[config.mk]
export PLATFORM = sky130hd
export DESIGN_NAME = spart_tx
export DESIGN_NICKNAME = d
export VERILOG_FILES = /design/src/rtl/spart_pkg.sv /design/src/rtl/spart_bit_timer.sv /design/src/rtl/spart_tx.sv
export SDC_FILE = /design/constraint.sdc
export NUM_CORES = 1
export LEC_CHECK = 0
export ABC_AREA = 1
export BUFFER_PORTS_ARGS = -buffer_cell sky130_fd_sc_hd__buf_2
export CORE_AREA = 3 3 53 55
export DETAILED_ROUTE_END_ITERATION = 6
export DIE_AREA = 0 0 56 58
export GPL_TIMING_DRIVEN = 0
export PLACE_DENSITY = 0.8
export SETUP_SLACK_MARGIN = 0.4
export SKIP_LAST_GASP = 1
export SLEW_MARGIN = 20
export SYNTH_ARGS = -nofsm -noshare
export SYNTH_HDL_FRONTEND = slang
export SYNTH_SLANG_ARGS = --single-unit
[constraint.sdc]
create_clock -name clk -period 1.9 [get_ports clk]
set_input_delay 0.285 -clock clk [delete_from_list [all_inputs] [get_ports clk]]
set_output_delay 0.285 -clock clk [all_outputs]
set_load 0.01 [all_outputs]
[src/rtl/spart_pkg.sv]
// Shared SPART types and constants for the transmitter and receiver.
// Frame layout is 8N1: start(0), eight data bits LSB-first, stop(1).
package spart_pkg;

    typedef enum logic {
        IDLE = 1'b0,
        TX   = 1'b1
    } tx_state_t;

    localparam logic [1:0] SPART_DATA_ADDR = 2'b00;
    localparam int         FRAME_BITS      = 10;

    // The frame shifts out from bit 0, so the start bit sits at the bottom.
    function automatic logic [FRAME_BITS-1:0] make_frame(input logic [7:0] data);
        return {1'b1, data, 1'b0};
    endfunction

endpackage

[src/rtl/spart_bit_timer.sv]
// OVERSAMPLE-modulo counter of baud enable ticks; bit_done pulses on the last tick of a bit.
// Zero latency (bit_done is combinational from enable); counter freezes while enable is low.
module spart_bit_timer #(
    parameter int OVERSAMPLE = 16
) (
    input  logic clk,
    input  logic rst_n,
    input  logic clr,
    input  logic enable,
    output logic bit_done
);

    localparam int TW = (OVERSAMPLE > 2) ? $clog2(OVERSAMPLE) : 1;
    localparam logic [TW-1:0] TICK_LAST = TW'(OVERSAMPLE - 1);

    logic [TW-1:0] tick_cnt;

    assign bit_done = enable && !clr && (tick_cnt == TICK_LAST);

    always_ff @(posedge clk or negedge rst_n) begin
        if (!rst_n) begin
            tick_cnt <= '0;
        end else if (clr) begin
            tick_cnt <= '0;
        end else if (enable) begin
            if (tick_cnt == TICK_LAST) begin
                tick_cnt <= '0;
            end else begin
                tick_cnt <= tick_cnt + TW'(1);
            end
        end
    end

endmodule

[src/rtl/spart_tx.sv]
// SPART transmitter: bus writes into a one-byte holding register, serialized as 8N1 on txd.
// Start bit 1 clk after an idle write; writes while tbr=0 are dropped, back-to-back frames have no gap.
module spart_tx
    import spart_pkg::*;
#(
    parameter int OVERSAMPLE = 16
) (
    input  logic       clk,
    input  logic       rst_n,
    input  logic       enable,
    input  logic       iocs,
    input  logic       iorw,
    input  logic [1:0] ioaddr,
    input  logic [7:0] tx_data,
    output logic       txd,
    output logic       tbr
);

    tx_state_t             state;
    logic [FRAME_BITS-1:0] shreg;
    logic [3:0]            bit_cnt;
    logic [7:0]            hold;
    logic                  hold_valid;
    logic                  wr;
    logic                  accept;
    logic                  bit_done;

    assign wr     = iocs && !iorw && (ioaddr == SPART_DATA_ADDR);
    assign accept = wr && tbr;
    assign txd    = shreg[0];

    // The timer only runs while a frame is on the line; IDLE holds it at zero
    // so the first bit of a new frame always gets a full OVERSAMPLE ticks.
    spart_bit_timer #(
        .OVERSAMPLE (OVERSAMPLE)
    ) u_bit_timer (
        .clk      (clk),
        .rst_n    (rst_n),
        .clr      (state == IDLE),
        .enable   (enable),
        .bit_done (bit_done)
    );

    // tbr tracks !hold_valid exactly, so an accepted write (tbr=1) can never
    // coincide with a holding->shift transfer (hold_valid=1).
    always_ff @(posedge clk or negedge rst_n) begin
        if (!rst_n) begin
            state      <= IDLE;
            shreg      <= '1;
            bit_cnt    <= '0;
            hold       <= '0;
            hold_valid <= 1'b0;
            tbr        <= 1'b1;
        end else begin
            if (accept) begin
                hold       <= tx_data;
                hold_valid <= 1'b1;
                tbr        <= 1'b0;
            end

            case (state)
                IDLE: begin
                    shreg <= '1;
                    if (hold_valid) begin
                        shreg      <= make_frame(hold);
                        bit_cnt    <= '0;
                        hold_valid <= 1'b0;
                        tbr        <= 1'b1;
                        state      <= TX;
                    end
                end
                TX: begin
                    if (bit_done) begin
                        if (bit_cnt < 4'(FRAME_BITS - 1)) begin
                            shreg   <= {1'b1, shreg[FRAME_BITS-1:1]};
                            bit_cnt <= bit_cnt + 4'd1;
                        end else if (hold_valid) begin
                            // Stop bit ends on the same edge the next start bit begins.
                            shreg      <= make_frame(hold);
                            bit_cnt    <= '0;
                            hold_valid <= 1'b0;
                            tbr        <= 1'b1;
                        end else begin
                            shreg <= '1;
                            state <= IDLE;
                        end
                    end
                end
            endcase
        end
    end

endmodule

==> impl_metrics.yaml, run 1 <==
yosys:
  synth-seq-cells: 28
  async_reset_ff_share_pct: 100.0
  synth_enable_flop_cells: 0
  netlist_instances: 167
  synth_flop_cell: "dfrtp_1"
  syn_nets: 185
  yosys_warnings: 0
  synthesis.area_sq_um: 1426
  synth_area_per_cell_sq_um: 8.541
  yosysSeqAreaShare_pct: 50.00
  ys_types: 25
floorplan:
  core_area_sq_um: 2432
  ioPinCount: 17
  rows: 18
  start_util_pct: 58.64
  die_w_um: 56
  die_y_um: 58
  dieArea_sq_um: 3248
power_and_ir_drop:
  p_leak_nw: 0.8263
  powerDensity_nw_per_um2: 1379
  total_power_mw: 2.241
  vdd_drop_max_uv: 813.9
timing:
  clock_skew_ps: 8.295
  hold_violations: 0
  tns_ps: 0
  finalMaxSlewViolations: 0
  finalSetupViolCount: 0
  rsz0062_at_grt: "true"
  max_freq_ghz: 0.7205
  period_share_pct: 73.05
  worstMarginPinSlew_ps: 600.9
  period_needed_ps: 1388
  slew_headroom_pct: 59.94
clocking:
  clk_latency_ps: 340
  cts_tree: "done"
  root_buffer: "clkbuf_4"
  cts_max_level: 1
  clk_pin_slew_ps: 150
  cts_buffers: 3
  cts.sinks: 28
  cts_buffer_depth: 2
finish:
  antennaDiodeCount: 0
  nets: 208
  drive_above_1_share_pct: 26.46
  area_growth_pct: 13.95
run_status:
  status: "finished clean"
critical_path:
  startpoint_type: "flop"
  rrSetupSlack_ps: 510
  cp.required_ps: 2140
  cp.arrival_ps: 1630
  setup.worst_path.end: "hold_valid"
  crit-reg2reg-launch: "bit_cnt[0]"
  cp-startpoint: "bit_cnt[0]"
  path_class: "flop to flop"
  reg2reg_to: "hold_valid"
  reg2reg_depth: 9
  crit_fanout: 10
  endpoint_kind: "flop"
grt:
  overflow: 0
  grt_first_pass_wirelength_um: 4871
  grt_pass1_vias: 1175
  antenna_found_initial: 0
  grt_usage_pct: 19.00
  grt_max_degree: 29
route:
  wirelength_um: 2728
  drt-pass1-iter-count: 4
  dr.first_iter.drc_count: 29
  wire_per_inst_um: 12.46
  vias: 1149
  ant_nets: 0
  drc: 0
  vias_per_cell: 5.247
placed_design:
  portBuffers: 16
  routabilityCongestion: 0.7825
  post-dp-hpwl_um: 1999
job:
  max_cap_viol_count: 0
worst_hold_path:
  hold_class: "input pin to flop"
==> final cells by class <==
cell class / count / area (sq um)
fillers: 212 / 807.0
clock inverters: 1 / 30.03
well taps: 30 / 37.54
flip-flops and latches: 28 / 713.2
clock buffers: 3 / 22.52
repair buffers: 18 / 97.59
plain buffers: 8 / 66.31
multi-input cells: 116 / 601.8
inverters: 15 / 56.30
==> metal layers <==
metal	up-vias	track usage [%]	routed length [um]	part of all wire [%]
li1	584	-	-	-
met1	542	22.79	1208	44
met2	19	35.39	1391	51
met3	4	2.227	73	2.7
met4	0	6.441	56	2.1
met5	-	0	0	0
==> synthesized netlist by cell type, types with 2 or more instances <==
library cell / count / area share, %
a21oi_1: 10 / 3.5
nor2_1: 16 / 4.2
buf_2: 3 / 1.1
nand2_2: 2 / 0.88
dfstp_2: 10 / 18
o21ai_0: 5 / 1.8
buf_4: 3 / 1.6
buf_6: 2 / 1.6
ha_1: 3 / 2.6
nand2_1: 39 / 10
nand3_1: 23 / 8.1
nand3b_1: 8 / 4.2
dfrtp_1: 18 / 32
inv_1: 14 / 3.7
==> report_power, final <==
group          internal, mW  switching (mW)  leakage, nW  total (mW)
clock network         0.214           0.182       0.0279       0.395
logic                 0.346           0.460        0.505       0.806
registers             0.896           0.144        0.293        1.04
==> metrics by stage <==
stage	area [sq um]	std cells	hold WS, ps	setup WS, ps	util [%]
floorplan	1426	167	-10.59	666.1	-
finish	1625	219	185.4	512.1	66.82
global route	1625	219	179.6	383.3	66.82
detailed placement	1544	213	330.5	532.4	63.48
CTS	1607	218	176.2	503.0	66.05
global placement	1544	213	325.4	563.4	63.48
==> kinds of logic (layout without fill, tap and decap cells) <==
family | count (synthesis) | in the layout | share of synthesized area [%]
simple gates | 94 | 94 | 31.67
xor+xnor | 1 | 1 | 0.6141
flops | 28 | 28 | 50.00
compound gates | 18 | 18 | 6.930
buf+inv | 23 | 45 | 8.157
fa+ha+maj | 3 | 3 | 2.632
==> what timing repair did <==
item	in CTS	in global routing
resized for setup	0	4
endpoints found under the hold margin	18	0
setup buffers	0	1
setup endpoints to repair	0	10
hold buffers	1	0
==> layout by cell type (no fill, tap or decap), types with 4 or more instances in the layout <==
cell	netlist	routed
nand2_1	39	38
nand3_1	23	23
buf_2	3	18
dfrtp_1	18	18
nor2_1	16	15
inv_1	14	14
a21oi_1	10	10
dfstp_2	10	10
nand3b_1	8	8
o21ai_0	5	5
clkbuf_4	0	4
==> worst max-delay path: stages, from the launching register on <==
cell	delay, ps
dfrtp_1	400
inv_1	80
ha_1	190
nand2_1	70
nand2_2	80
nand2_2	80
buf_6	130
nand2_1	90
nor2_2	130
a21oi_1	50
==> how the worst min path moves through the flow <==
stage,start,end,slack [ps],depth (start not counted)
2_1_floorplan,rst_n,bit_cnt[0],-10,0
3_3_place_gp,rst_n,bit_cnt[2],330,1
3_5_place_dp,rst_n,bit_cnt[2],330,1
4_1_cts,tx_data[4],hold[4],180,3
5_1_grt,tx_data[7],hold[7],180,3
6_report,tx_data[1],hold[1],190,3
==> registers in the layout, indices dropped and copies added, names as in the netlist <==
signal                cells
bit_cnt                   4
hold                      8
hold_valid                1
shreg                     9
state                     1
tbr                       1
u_bit_timer.tick_cnt      4
(Power assumes the default switching activity.)
==> inputs of run 2 (changes only) <==
--- a/config.mk
+++ b/config.mk
@@ -7,11 +7,11 @@
 export LEC_CHECK = 0
 export ABC_AREA = 1
 export BUFFER_PORTS_ARGS = -buffer_cell sky130_fd_sc_hd__buf_2
-export CORE_AREA = 3 3 53 55
+export CORE_AREA = 3 3 57 59
 export DETAILED_ROUTE_END_ITERATION = 6
-export DIE_AREA = 0 0 56 58
+export DIE_AREA = 0 0 60 62
 export GPL_TIMING_DRIVEN = 0
-export PLACE_DENSITY = 0.8
+export PLACE_DENSITY = 0.73
 export SETUP_SLACK_MARGIN = 0.4
 export SKIP_LAST_GASP = 1
 export SLEW_MARGIN = 20
==> constraint.sdc (replaced) <==
create_clock -name clk -period 1.2 [get_ports clk]
set_input_delay 0.18 -clock clk [delete_from_list [all_inputs] [get_ports clk]]
set_output_delay 0.18 -clock clk [all_outputs]
set_load 0.01 [all_outputs]
==> impl_metrics.yaml, run 2 (synthesis results as in run 1) <==
run_status:
  status: "finished with violations"
  violations: "hold timing, setup timing"
critical_path:
  cp.arrival_ps: 1590
  cp-startpoint: "u_bit_timer.tick_cnt[0]"
  cp_top_family: "simple AND/OR/NAND/NOR gates"
  crit-reg2reg-launch: "u_bit_timer.tick_cnt[0]"
  cp.required_ps: 1480
  slowest_stage: "dfrtp_1"
  reg2reg_to: "bit_cnt[1]"
  cpMostUsedCell: "nand2_1"
  endpoint_kind: "flop"
  crit_chain: "ha_4, nand3_4, nor2_4, nand2_1, nand2_1, nand2_1, nor2_1"
  max_stage_delay_ps: 420
  rrSetupSlack_ps: -110
  setup.worst_path.end: "bit_cnt[1]"
  path_class: "flop to flop"
  startpoint_type: "flop"
  worst-path-buf-inv: 0
  reg2reg_depth: 7
  crit_fanout: 5
  cp.depth: 7
route:
  ant_nets: 0
  wirelength_um: 3654
  vias_per_cell: 5.398
  vias: 1317
  drt-pass1-iter-count: 4
  drc: 0
  wire_per_inst_um: 14.98
  dr.first_iter.drc_count: 67
floorplan:
  dieArea_sq_um: 3720
  die_y_um: 62
  start_util_pct: 51.72
  core_area_sq_um: 2758
  ioPinCount: 17
  rows: 19
  die_w_um: 60
finish:
  final_cell_mix: "25 x nand2_1, 18 x buf_4, 18 x dfrtp_1, 17 x nand3_1, 16 x buf_6"
  antennaDiodeCount: 0
  drive_above_1_share_pct: 54.93
  largest_register_ffs: 9
  nFillCells: 173
  top_register: "shreg"
  nets: 232
  finish.cell_count_without_fillers: 244
  final_common_cell: "nand2_1"
  area_growth_pct: 47.98
  reg_top3: "shreg x9, hold x8"
grt:
  grt_max_degree: 29
  overflow: 0
  grt_usage_pct: 20.86
  antenna_found_initial: 0
  grt_first_pass_wirelength_um: 5830
  grt_pass1_vias: 1373
clocking:
  clk_pin_slew_ps: 150
  cts_max_level: 1
  cts_buffers: 3
  cts.sinks: 28
  cts_buffer_depth: 2
  cts_tree: "done"
  root_buffer: "clkbuf_4"
  clk_latency_ps: 330
power_and_ir_drop:
  vdd_drop_max_uv: 1804
  p_sw_share_pct: 37.21
  seq_power_share_pct: 38.9
  pwr-share-clk_pct: 10.7
  powerDensity_nw_per_um2: 2063
  power_switching_mw: 1.620
  intPower_mw: 2.734
  p_leak_nw: 0.9977
  p_comb_share_pct: 50.4
timing:
  period_share_pct: 109.3
  clock_skew_ps: 1.410
  holdWs_ps: -158.1
  hold_violations: 18
  period_needed_ps: 1312
  worstMarginPinSlew_ps: 630.8
  rsz0062_at_grt: "true"
  finalMaxSlewViolations: 0
  layout_setup_ws_ps: -111.7
  slew_headroom_pct: 57.95
  max_freq_ghz: 0.7624
  tns_ps: -888.4
  finalSetupViolCount: 17
placed_design:
  portBuffers: 16
  routabilityCongestion: 0.7615
  dp_cells: 214
  post-dp-hpwl_um: 2086
worst_hold_path:
  hold_class: "input pin to async pin"
job:
  max_cap_viol_count: 0
==> run 2: changes by cell type in the layout (fill, tap and decap cells not counted), moves of 4 or more <==
cell and delta:
a21oi_1 -8, nand2_4 +4, buf_6 +13, buf_4 +15, buf_2 -4, o21ai_0 -4
a21oi_2 +8, nand2_2 +9, nor2_4 +9, nand3_1 -6, nor2_1 -7, nand2_1 -13
==> run 2: worst register-to-register path, delay by kind of cell, from the launching register on <==
family	cells	cell delay (ps)
adder cells (fa/ha/maj)	1	190
flip-flops	1	420
AND/OR/NAND/NOR	6	660
==> run 2: worst min-delay path by stage <==
stage	slack (ps)	depth (start not counted)	end
2_1_floorplan	-120	0	bit_cnt[0]
3_3_place_gp	230	1	bit_cnt[2]
3_5_place_dp	240	1	bit_cnt[2]
4_1_cts	-140	1	bit_cnt[2]
5_1_grt	-130	1	bit_cnt[2]
6_report	-160	1	bit_cnt[2]
==> run 2: area by class of cell <==
type	count	area (sq um)	area share [%]
buffer	8	90.09	4.268
clock buffer	4	36.28	1.719
inverter	15	58.81	2.786
multi-input combinational	116	835.8	39.60
sequential	28	713.2	33.79
tap	31	38.79	1.838
timing repair buffer	42	337.8	16.00
==> run 2: stage by stage <==
stage	instance area [sq um]	setup slack (ps)	hold slack, ps	util, %	power [mW]
detailed placement	1622	-129.8	237.7	58.80	3.073
global route	2111	-185.8	-133.0	76.54	4.643
CTS	1968	-56.11	-144.5	71.37	4.053
global placement	1622	-103.9	227.7	58.80	2.981
floorplan	1503	-3.029	-115.6	-	2.733
finish	2111	-111.7	-158.1	76.54	4.355
==> run 2: routing by layer <==
layer  global-route usage (%)  share of wire, %  vias to the layer above  wire length [um]
li1                         -                 -                      636                 -
met1                    23.82                42                      660              1534
met2                    40.59                55                       16              2021
met3                    2.066               1.7                        5                62
met4                    6.646              0.99                        0                36
met5                        0                 0                        -                 0
==> run 2: repair_timing <==
action	4_1_cts	5_1_grt
setup buffers	16	6
endpoints found under the hold margin	18	18
pin swaps	10	12
setup endpoints to repair	30	30
cloned	3	1
gates resized for setup	42	24
==> run 2: power by group through the flow <==
stage	clock, mW	combinational, mW	sequential [mW]
6_report	0.468	2.19	1.69
5_1_grt	0.513	2.40	1.73
4_1_cts	0.485	1.90	1.67
3_5_place_dp	0	1.38	1.69
3_3_place_gp	0	1.31	1.67
2_1_floorplan	0	1.08	1.65
